[src/rtl/program_loader_if.sv]
// Byte-stream input and instruction-memory write port of the program_loader boot loader.
interface program_loader_if;
    logic        rx_valid;
    logic [7:0]  rx_data;
    logic        rx_ready;
    logic        imem_we;
    logic [31:0] imem_addr;
    logic [31:0] imem_wdata;
    logic        core_reset;
    logic        done;
    logic        error;
    logic [2:0]  state_dbg;

    // Handshake: a byte transfers on a posedge where rx_valid && rx_ready. rx_data is
    // sampled only on a transfer, and rx_valid may stay high for any number of cycles.
    modport master (
        output rx_valid, rx_data,
        input  rx_ready, imem_we, imem_addr, imem_wdata, core_reset, done, error, state_dbg
    );
    modport slave (
        input  rx_valid, rx_data,
        output rx_ready, imem_we, imem_addr, imem_wdata, core_reset, done, error, state_dbg
    );
endinterface

[src/rtl/program_loader.sv]
// Length-prefixed byte-serial boot loader writing little-endian words into instruction memory.
// Define LOADER_CHECKSUM_EN to require a trailing XOR checksum byte (CHECK state).
module program_loader #(
    parameter int          MAX_WORDS = 64,
    parameter logic [31:0] BASE_ADDR = 32'h0000_0000
) (
    input  logic            clk,
    input  logic            reset,
    program_loader_if.slave bus
);

`ifdef LOADER_CHECKSUM_EN
    typedef enum logic [2:0] {
        S_LEN_LO = 3'd0, S_LEN_HI = 3'd1, S_DATA = 3'd2, S_WRITE = 3'd3,
        S_CHECK  = 3'd4, S_DONE   = 3'd5, S_ERROR = 3'd6
    } state_t;
    localparam state_t S_TAIL = S_CHECK;
`else
    typedef enum logic [2:0] {
        S_LEN_LO = 3'd0, S_LEN_HI = 3'd1, S_DATA = 3'd2, S_WRITE = 3'd3,
        S_DONE   = 3'd5, S_ERROR  = 3'd6
    } state_t;
    localparam state_t S_TAIL = S_DONE;
`endif

    localparam logic [31:0] MAX_N = 32'(MAX_WORDS);

    state_t      state, state_next;
    logic [15:0] len;
    logic [15:0] word_idx;
    logic [1:0]  byte_cnt;
    logic [23:0] shift;
    logic [31:0] addr_q;
    logic [31:0] wdata_q;
    logic        rx_ready;
    logic        xfer;
    logic [15:0] len_in;
    logic        more_words;
`ifdef LOADER_CHECKSUM_EN
    logic [7:0]  chk;
`endif

    assign xfer       = bus.rx_valid && rx_ready;
    assign len_in     = {bus.rx_data, len[7:0]};
    assign more_words = ({16'd0, word_idx} + 32'd1) < {16'd0, len};

    always_ff @(posedge clk) begin
        if (reset) begin
            state <= S_LEN_LO;
        end else begin
            state <= state_next;
        end
    end

    always_comb begin
        state_next = state;
        rx_ready   = 1'b0;
        case (state)
            S_LEN_LO: begin
                rx_ready = 1'b1;
                if (xfer) state_next = S_LEN_HI;
            end
            S_LEN_HI: begin
                rx_ready = 1'b1;
                if (xfer) begin
                    if ({16'd0, len_in} > MAX_N) state_next = S_ERROR;
                    else if (len_in == 16'd0)    state_next = S_TAIL;
                    else                         state_next = S_DATA;
                end
            end
            S_DATA: begin
                rx_ready = 1'b1;
                if (xfer && byte_cnt == 2'd3) state_next = S_WRITE;
            end
            S_WRITE: begin
                state_next = more_words ? S_DATA : S_TAIL;
            end
`ifdef LOADER_CHECKSUM_EN
            S_CHECK: begin
                rx_ready = 1'b1;
                if (xfer) state_next = (bus.rx_data == chk) ? S_DONE : S_ERROR;
            end
`endif
            default: state_next = state;
        endcase
    end

    // Address/data are captured with the 4th byte so they are stable for the whole WRITE cycle.
    always_ff @(posedge clk) begin
        if (reset) begin
            len      <= 16'd0;
            word_idx <= 16'd0;
            byte_cnt <= 2'd0;
            shift    <= 24'd0;
            addr_q   <= BASE_ADDR;
            wdata_q  <= 32'd0;
`ifdef LOADER_CHECKSUM_EN
            chk      <= 8'd0;
`endif
        end else begin
            case (state)
                S_LEN_LO: begin
`ifdef LOADER_CHECKSUM_EN
                    chk <= 8'd0;
`endif
                    if (xfer) len[7:0] <= bus.rx_data;
                end
                S_LEN_HI: begin
                    if (xfer) len[15:8] <= bus.rx_data;
                end
                S_DATA: begin
                    if (xfer) begin
                        shift    <= {bus.rx_data, shift[23:8]};
                        byte_cnt <= byte_cnt + 2'd1;
`ifdef LOADER_CHECKSUM_EN
                        chk      <= chk ^ bus.rx_data;
`endif
                        if (byte_cnt == 2'd3) begin
                            addr_q  <= BASE_ADDR + {14'd0, word_idx, 2'b00};
                            wdata_q <= {bus.rx_data, shift};
                        end
                    end
                end
                S_WRITE: begin
                    word_idx <= word_idx + 16'd1;
                end
                default: ;
            endcase
        end
    end

    assign bus.rx_ready   = rx_ready;
    assign bus.imem_we    = (state == S_WRITE);
    assign bus.imem_addr  = addr_q;
    assign bus.imem_wdata = wdata_q;
    assign bus.core_reset = (state != S_DONE);
    assign bus.done       = (state == S_DONE);
    assign bus.error      = (state == S_ERROR);
    assign bus.state_dbg  = state;

endmodule
[src/flat_wrapper.sv]
// flat-port wrapper written by rule: the top's interface ports become plain ports
module program_loader_flat 
#(
    parameter int          MAX_WORDS = 64,
    parameter logic [31:0] BASE_ADDR = 32'h0000_0000
)
  (clk, reset, bus_rx_valid, bus_rx_data, bus_rx_ready, bus_imem_we, bus_imem_addr, bus_imem_wdata, bus_core_reset, bus_done, bus_error, bus_state_dbg);
  program_loader_if bus_i ();
  input  logic clk;
  input  logic reset;
  input wire logic [$bits(bus_i.rx_valid)-1:0] bus_rx_valid;
  input wire logic [$bits(bus_i.rx_data)-1:0] bus_rx_data;
  output wire logic [$bits(bus_i.rx_ready)-1:0] bus_rx_ready;
  output wire logic [$bits(bus_i.imem_we)-1:0] bus_imem_we;
  output wire logic [$bits(bus_i.imem_addr)-1:0] bus_imem_addr;
  output wire logic [$bits(bus_i.imem_wdata)-1:0] bus_imem_wdata;
  output wire logic [$bits(bus_i.core_reset)-1:0] bus_core_reset;
  output wire logic [$bits(bus_i.done)-1:0] bus_done;
  output wire logic [$bits(bus_i.error)-1:0] bus_error;
  output wire logic [$bits(bus_i.state_dbg)-1:0] bus_state_dbg;
  assign bus_i.rx_valid = bus_rx_valid;
  assign bus_i.rx_data = bus_rx_data;
  assign bus_rx_ready = bus_i.rx_ready;
  assign bus_imem_we = bus_i.imem_we;
  assign bus_imem_addr = bus_i.imem_addr;
  assign bus_imem_wdata = bus_i.imem_wdata;
  assign bus_core_reset = bus_i.core_reset;
  assign bus_done = bus_i.done;
  assign bus_error = bus_i.error;
  assign bus_state_dbg = bus_i.state_dbg;
  program_loader #(.MAX_WORDS(MAX_WORDS), .BASE_ADDR(BASE_ADDR)) u_core (.clk(clk), .reset(reset), .bus(bus_i));
endmodule
[config.mk]
export PLATFORM = sky130hd
export DESIGN_NAME = program_loader_flat
export DESIGN_NICKNAME = d
export VERILOG_FILES = /design/src/rtl/program_loader_if.sv /design/src/rtl/program_loader.sv /design/src/flat_wrapper.sv
export SDC_FILE = /design/constraint.sdc
export NUM_CORES = 1
export LEC_CHECK = 0
export CAP_MARGIN = 20
export CORE_MARGIN = 4
export CORE_UTILIZATION = 37
export CTS_BUF_LIST = sky130_fd_sc_hd__clkbuf_4 sky130_fd_sc_hd__clkbuf_8 sky130_fd_sc_hd__clkbuf_16
export DETAILED_ROUTE_END_ITERATION = 8
export DONT_BUFFER_PORTS = 1
export HOLD_SLACK_MARGIN = 0.12
export MAX_ROUTING_LAYER = met4
export PLACE_DENSITY = 0.6
export RECOVER_POWER = 100
export SYNTH_ARGS = -nofsm -noshare
export SYNTH_HDL_FRONTEND = slang
export SYNTH_SLANG_ARGS = --single-unit
[constraint.sdc]
create_clock -name clk -period 3.4 [get_ports clk]
set_clock_uncertainty 0.05 [all_clocks]
set_input_delay 1.02 -clock clk [delete_from_list [all_inputs] [get_ports clk]]
set_output_delay 1.02 -clock clk [all_outputs]
set_load 0.1 [all_outputs]
==> results of run 1 <==
-- power groups by stage --
stage / sequential [W] / clock, W / combinational, W
finish: 0.00146 / 0.00108 / 0.000686
global route: 0.00147 / 0.00115 / 0.000755
CTS: 0.00146 / 0.00111 / 0.000707
detailed placement: 0.00149 / 0 / 0.000704
global placement: 0.00149 / 0 / 0.000696
floorplan: 0.00153 / 0 / 0.000561
-- cell families after synthesis --
logic type	after synthesis
compound gates	121
xor+xnor	26
other cells	1
simple gates	267
flops	109
buf+inv	75
fa+ha+maj	17
-- registers in the layout, summed over array words and instances (netlist names) --
signal / flops
u_core.bus.imem_addr: 16
u_core.bus.imem_wdata: 32
u_core.bus.state_dbg: 3
u_core.byte_cnt: 2
u_core.len: 16
u_core.shift: 24
u_core.word_idx: 16
-- final cells by class --
type	instances	area, um^2	share of cell area, %
clock buffers	9	225.2	4.347
inverters	20	78.83	1.521
repair buffers	14	106.4	2.053
flip-flops and latches	109	2183	42.14
well taps	172	215.2	4.154
clock inverters	7	82.58	1.594
multi-input cells	447	2290	44.19
-- through the flow --
stage | hold slack (ns) | setup slack, ns | total power [W]
final | 0.4020 | 0.2434 | 0.003227
after global routing | 0.4197 | 0.1096 | 0.003381
after CTS | 0.4031 | 0.3675 | 0.003276
after detailed placement | 0.3923 | 0.4670 | 0.002198
after global placement | 0.3897 | 0.5766 | 0.002186
after floorplan | 0.3822 | 0.1140 | 0.002096
-- cells in the mapped netlist (3+ instances only) --
cell type	instances
a21oi_1	102
a22oi_1	3
buf_4	17
clkbuf_1	28
clkbuf_8	3
dfxtp_1	109
ha_1	17
inv_1	19
nand2_1	195
nand2b_1	3
nand3_1	7
nand4_1	6
nor2_1	20
nor3_1	9
nor4_1	5
o21ai_0	8
or2_2	3
or3_1	5
xnor2_1	16
xor2_1	10
-- layout by cell type (no fill, tap or decap), types with 2 or more instances in the layout --
| cell | n |
|---|---|
| conb_1 | 16 |
| xor2_1 | 10 |
| nor3_1 | 9 |
| buf_4 | 4 |
| nand2_1 | 194 |
| ha_1 | 17 |
| clkinvlp_4 | 2 |
| or2_2 | 3 |
| xnor2_1 | 16 |
| nand2b_1 | 3 |
| nand2_2 | 2 |
| and3b_1 | 2 |
| inv_1 | 18 |
| nand3_1 | 7 |
| o21ai_0 | 8 |
| or3_1 | 6 |
| nand4_1 | 6 |
| nor2_1 | 20 |
| a22oi_1 | 3 |
| dfxtp_1 | 108 |
| a21o_1 | 2 |
| inv_8 | 2 |
| nor4_1 | 5 |
| clkbuf_2 | 6 |
| clkbuf_16 | 9 |
| a21oi_1 | 101 |
-- critical path: stages (launching register included) --
cell,delay [ns]
dfxtp_2,0.82
nand2_1,0.12
buf_4,0.23
clkinv_1,0.19
clkbuf_4,0.38
-- metal layers --
metal  global-route usage [%]  routed length (um)  vias up
li1                         -                   -     1962
met1                    19.33                5149     1792
met2                    22.64                4908       72
met3                    4.470                 712       12
met4                    5.388                 152        0
met5                        -                   0        -
-- path summary, 6_finish.rpt --
| path | from | end | slack, ns | cells past startpoint |
|---|---|---|---|---|
| worst max register to register | u_core.word_idx[7]$_SDFFE_PP0P_ | u_core.bus.state_dbg[2]$_SDFFE_PP0P_ | 0.35 | 11 |
| worst min-delay path | u_core.shift[0]$_SDFFE_PP0P_ | u_core.bus.imem_wdata[0]$_SDFFE_PP0P_ | 0.40 | 2 |
| worst max-delay path | u_core.bus.state_dbg[1]$_SDFFE_PP0P_ | bus_imem_we | 0.24 | 4 |
| worst min register to register | u_core.shift[0]$_SDFFE_PP0P_ | u_core.bus.imem_wdata[0]$_SDFFE_PP0P_ | 0.40 | 2 |
==> qor.csv, run 1 <==
stage,metric,value,unit
timing,fmax,316.8,MHz
timing,setup_viol,0,
global_route,grt_overflow,0,
floorplan,die_area,14960,um^2
power_and_ir_drop,seqPwrFrac,45.3,%
clock_network,cts.sinks,109,
critical_path,cp.arrival,2.09,ns
route,totalWireLength,10.92,mm
critical_path,criticalPathCategory,register to primary output,
run_status,status,completed,
timing,finalMaxSlewViolations,0,
finish,finalInstanceArea,5181,um^2
yosys,yosysSeqAreaShare,45.12,%
power_and_ir_drop,swShare,34.64,%
power_and_ir_drop,ir_drop,0.0002589,V
global_route,grt_pass1_vias,3550,
clock_network,root_buffer,clkbuf_16,
floorplan,rows,41,
critical_path,path_max_fanout,17,
yosys,synthTopCellsByArea,"dfxtp_1 45%, nand2_1 15%, a21oi_1 11%",
critical_path,cp-end-kind,primary output,
finish,drive_above_1_share,6.766,%
yosys,yosysTopAreaCellShare,45.12,%
yosys,synthCells,616,
power_and_ir_drop,p_per_area,622.8,nW/um^2
placed_design,dpl.cell_count,761,
placed_design,numPortBuffers,0,
timing,grt_setup_unrepaired,false,
yosys,synth_flop_cell,dfxtp_1,
clock_network,numCtsBuffers,9,
power_and_ir_drop,p_leak,1.782,nW
route,drt_iter0_markers,251,
finish,area_growth,7.141,%
placed_design,placed_area,4915,um^2
finish,insertedDiodeCount,0,
route,drc,0,
clock_network,hold_buffers,0,
route,ant_nets,0,
yosys,synthAdderAreaFrac,4.398,%
floorplan,dieWidth,122.3,um
timing,finalCritPeriodShare,92.84,%
yosys,syn_area,4836,um^2
yosys,synth_xor_area_share,4.709,%
power_and_ir_drop,pwr-share-comb,21.3,%
timing,relSlewSlack,27.13,%
global_route,grt.total_usage,15.08,%
route,dr_total_vias,3838,
route,first_pass_iters,4,
critical_path,crit_required,2.33,ns
worst_hold_path,hold_class,register to register,
power_and_ir_drop,internal_power,0.002109,W
clock_network,postCtsResizedCells,0,
yosys,synth_cell_type_count,46,
timing,fin_crit,3.157,ns
clock_network,clk_pin_slew,0.08,ns
floorplan,num_io_pins,83,
finish,final.fill_count,1320,
power_and_ir_drop,p_clk_share,33.5,%
flow_run,cap_violations,0,
yosys,synth-async-reset-ratio,0,%
yosys,synth_compound_area_share,13.25,%
timing,setup-tns-final,0,ns
clock_network,htreeDepth,3,
power_and_ir_drop,p_sw,0.001118,W
placed_design,post-dp-hpwl,7.681,mm
finish,utilization,40.73,%
critical_path,start_kind,register,
yosys,synthSimpleGateAreaFrac,23.73,%
floorplan,start_util,38.01,%
floorplan,die_y,122.3,um
clock_network,clkLatencyLatePin,0.34,ns
clock_network,tritoncts,done,
global_route,grt_pass1_wl,17.50,mm
global_route,antenna_found_initial,0,
route,viasPerCell,4.933,
clock_network,clockBufferDepth,2,
timing,finalHoldViolations,0,
global_route,grt_max_degree,111,
finish,fin_cells,778,
yosys,yosys.area.top_type,dfxtp_1,
yosys,yosys_warnings,0,
yosys,syn_area_per_cell,7.850,um^2
placed_design,globalplace.congestion,0.8990,
finish,finalNetCount,629,
yosys,synth_mux_area_share,0,%
route,wl_per_cell,14.04,um
yosys,ys_ff_latch,109,
floorplan,coreArea,12720,um^2
clock_network,post_cts.repair.setup_buffers,0,
yosys,synth_top_family_by_area,simple AND/OR/NAND/NOR gates,
yosys,synth_edf_count,0,
timing,worst_slew_pin_slew,1.093,ns
Power figures use the tool's default switching activity.
==> run 2, diff against run 1 <==
--- a/config.mk
+++ b/config.mk
@@ -5,6 +5,7 @@
 export SDC_FILE = /design/constraint.sdc
 export NUM_CORES = 1
 export LEC_CHECK = 0
+export ABC_AREA = 1
 export CAP_MARGIN = 20
 export CORE_MARGIN = 4
 export CORE_UTILIZATION = 37
==> run 2 against run 1 <==
Global-route usage is 0.47 points higher. Design area is 1.4% higher. Core utilization is 0.91 points lower. Non-clock buffer count is 4 lower. Via count is 0.73% lower. First-iteration DRC count is 17% higher. Critical path depth is 1 lower. Power is 0.31% lower. Synthesized cell count is 2.1% higher. Die area is 2.3% higher. Sequential cell count stayed put. Critical path type unchanged. Highest routed layer unchanged.
==> qor.csv, run 2 <==
stage,metric,value,unit,change
run_status,status,completed,,
yosys,synth-async-reset-ratio,0,%,unchanged
finish,largest_reg_flops,32,,unchanged
yosys,yosysTopAreaCellShare,44.02,%,-1.1 points
critical_path,max_stage_delay,0.87,ns,+0.05 ns
power_and_ir_drop,ir_drop,0.0002959,V,+14%
floorplan,rows,42,,+2.4%
timing,fmax,331.3,MHz,+4.6%
global_route,antenna_found_initial,0,,unchanged
power_and_ir_drop,p_leak,2.213,nW,+24%
finish,final_cell_mix,"108 x dfxtp_1, 103 x nor2_1, 85 x o21ai_0",,
route,viasPerCell,4.763,,-3.5%
finish,finalNetCount,647,,+2.9%
clock_network,htreeDepth,3,,unchanged
yosys,synth_cell_type_count,36,,-22%
global_route,grt_overflow,0,,unchanged
floorplan,die_area,15310,um^2,+2.3%
critical_path,crit_chain,"buf_4, a21oi_2, clkbuf_1",,
yosys,synth.most_common_cell,dfxtp_1,,
global_route,grt.total_usage,15.55,%,+0.47 points
clock_network,postCtsResizedCells,0,,unchanged
finish,drive_above_1_share,10.26,%,+3.5 points
floorplan,num_io_pins,83,,unchanged
timing,finalCritPeriodShare,88.76,%,-4.1 points
yosys,synth_flop_cell,dfxtp_1,,
finish,area_growth,5.931,%,
yosys,synthCells,629,,+2.1%
route,totalWireLength,11.14,mm,+2.0%
timing,grt_setup_unrepaired,false,,
placed_design,numPortBuffers,0,,unchanged
yosys,syn_area_per_cell,7.881,um^2,+0.39%
timing,setup-tns-final,0,ns,unchanged
route,drc,0,,unchanged
route,dr_total_vias,3810,,-0.73%
clock_network,tritoncts,done,,
global_route,grt_pass1_wl,18.36,mm,+4.9%
critical_path,start_kind,register,,
power_and_ir_drop,p_per_area,612.6,nW/um^2,-1.6%
global_route,grt_pass1_vias,3738,,+5.3%
critical_path,cp.arrival,1.95,ns,-0.14 ns
clock_network,hold_buffers,0,,unchanged
route,ant_nets,0,,unchanged
yosys,yosysSeqAreaShare,44.02,%,-1.1 points
power_and_ir_drop,swShare,35.03,%,+0.39 points
power_and_ir_drop,p_sw,0.001127,W,+0.82%
timing,finalMaxSlewViolations,0,,unchanged
clock_network,clockBufferDepth,2,,unchanged
global_route,grt_max_degree,66,,-41%
yosys,synth_edf_count,0,,unchanged
power_and_ir_drop,pwr-share-comb,22.8,%,+1.5 points
yosys,yosys.area.top_type,dfxtp_1,,
floorplan,start_util,37.58,%,-0.43 points
placed_design,post-dp-hpwl,7.821,mm,+1.8%
route,first_pass_iters,5,,+1
route,drt_iter0_markers,294,,+17%
critical_path,criticalPathCategory,register to primary output,,
timing,finalHoldViolations,0,,unchanged
clock_network,clkLatencyLatePin,0.35,ns,about the same
clock_network,cts.sinks,109,,unchanged
critical_path,worst-path-buf-inv,2,,-1
floorplan,coreArea,13190,um^2,+3.7%
yosys,synthTopCellsByArea,"dfxtp_1 44%, nor2_1 7.6%, o21ai_0 6.9%",,
global_route,busiest_layer,met2,,
clock_network,root_buffer,clkbuf_16,,
power_and_ir_drop,power.total,0.003217,W,-0.31%
worst_hold_path,hold_class,register to register,,
power_and_ir_drop,internal_power,0.002090,W,-0.90%
yosys,yosys_warnings,0,,unchanged
critical_path,path_max_fanout,5,,-12
global_route,grt_use_met1,18.97,%,-0.36 points
finish,final.fill_count,1354,,+2.6%
critical_path,cp_top_family,buffers and inverters,,
floorplan,die_y,123.8,um,+1.2%
finish,final_common_cell,dfxtp_1,,
clock_network,numCtsBuffers,9,,unchanged
yosys,synth_commonest_cells,"109 x dfxtp_1, 101 x nor2_1, 75 x nand2_1",,
global_route,met2_usage,24.10,%,+1.5 points
placed_design,globalplace.congestion,0.8634,,-4.0%
critical_path,crit_path_top_delay_cell,clkbuf_1,,
floorplan,dieWidth,123.8,um,+1.2%
finish,seqCellArea,2183,um^2,unchanged
timing,worst_slew_pin_slew,1.172,ns,+0.07842 ns
timing,setup_viol,0,,unchanged
yosys,ys_ff_latch,109,,unchanged
finish,insertedDiodeCount,0,,unchanged
critical_path,cp-end-kind,primary output,,
timing,fin_crit,3.018,ns,-0.1387 ns
global_route,grt.met3_usage,5.268,%,+0.80 points
finish,multiInputGateArea,2215,um^2,-3.3%
flow_run,cap_violations,0,,unchanged
clock_network,clk_pin_slew,0.07,ns,about the same
timing,relSlewSlack,22.23,%,-4.9 points
clock_network,post_cts.repair.setup_buffers,0,,unchanged
critical_path,crit_required,2.33,ns,about the same
route,wl_per_cell,13.93,um,-0.79%
power_and_ir_drop,p_clk_share,32.6,%,-0.9 points
yosys,syn_area,4957,um^2,+2.5%
power_and_ir_drop,seqPwrFrac,44.7,%,-0.6 points
-- run 2: cell types whose count changed in the layout (fill, tap and decap cells not counted), sizes merged, moves of 16 or more --
cell,delta
nand2,-119
nor2,+90
o21ai,+79
inv,+54
a21oi,-32
xnor2,-16
-- run 2: final timing paths --
check / start / endpoint / slack (ns) / cells past startpoint
worst max-delay path: u_core.bus.state_dbg[0]$_SDFFE_PP0P_ / bus_rx_ready / 0.38 / 3
worst min register to register: u_core.len[3]$_SDFFE_PP0P_ / u_core.len[3]$_SDFFE_PP0P_ / 0.43 / 2
worst max register to register: u_core.word_idx[0]$_SDFFE_PP0P_ / u_core.bus.state_dbg[1]$_SDFFE_PP0P_ / 0.59 / 18
worst min-delay path: u_core.len[3]$_SDFFE_PP0P_ / u_core.len[3]$_SDFFE_PP0P_ / 0.43 / 2
-- run 2: through the flow --
stage | util (%) | worst slack, ns | area [um^2] | hold WS (ns) | cells
final | 39.81 | 0.3820 | 5251 | 0.4335 | 800
after global routing | 39.81 | 0.2286 | 5251 | 0.4544 | 800
after CTS | 40.33 | 0.6281 | 5320 | 0.4344 | 800
after detailed placement | 38.11 | 0.7743 | 5027 | 0.4211 | 784
after global placement | 38.11 | 0.8767 | 5027 | 0.4167 | 784
after floorplan | - | -0.1329 | 5034 | 0.3938 | 644
-- run 2: area by class of cell --
class	instances	area share, %
clock buffers	10	4.432
clock inverters	6	1.144
inverters	70	5.099
multi-input cells	419	42.17
flip-flops and latches	109	41.58
well taps	176	4.193
repair buffers	10	1.382
-- run 2: power groups by stage --
stage	Combinational, W	Sequential, W	Clock [W]
2_1_floorplan	0.000574	0.00153	0
3_3_place_gp	0.000730	0.00147	0
3_5_place_dp	0.000748	0.00147	0
4_1_cts	0.000752	0.00144	0.00107
5_1_grt	0.000823	0.00145	0.00113
6_report	0.000732	0.00144	0.00105
-- run 2: logic make-up (layout without fill, tap and decap cells) --
kind of cell	after synthesis	after routing	synth area share, %
AND/OR/NAND/NOR	205	205	17.57
AO/OA/AOI/OAI	168	168	19.69
adder cells (fa/ha/maj)	17	17	4.291
buffers and inverters	116	96	12.06
other	1	16	0.07565
XOR/XNOR	13	13	2.297
flip-flops	109	109	44.02
-- run 2: metal layers --
| layer | routed length (um) | vias up | share of wire [%] |
|---|---|---|---|
| met2 | 5116 | 82 | 46 |
| met1 | 4941 | 1744 | 44 |
| met4 | 216 | 0 | 1.9 |
| li1 | - | 1971 | - |
| met5 | 0 | - | 0 |
| met3 | 866 | 13 | 7.8 |
-- run 2: worst min-delay path: cells and delay by family, from the launching register on --
family                 cells  cell delay [ns]
DFF                        1             0.31
buffers and inverters      1             0.07
AOI/OAI and AO/OA          1             0.06
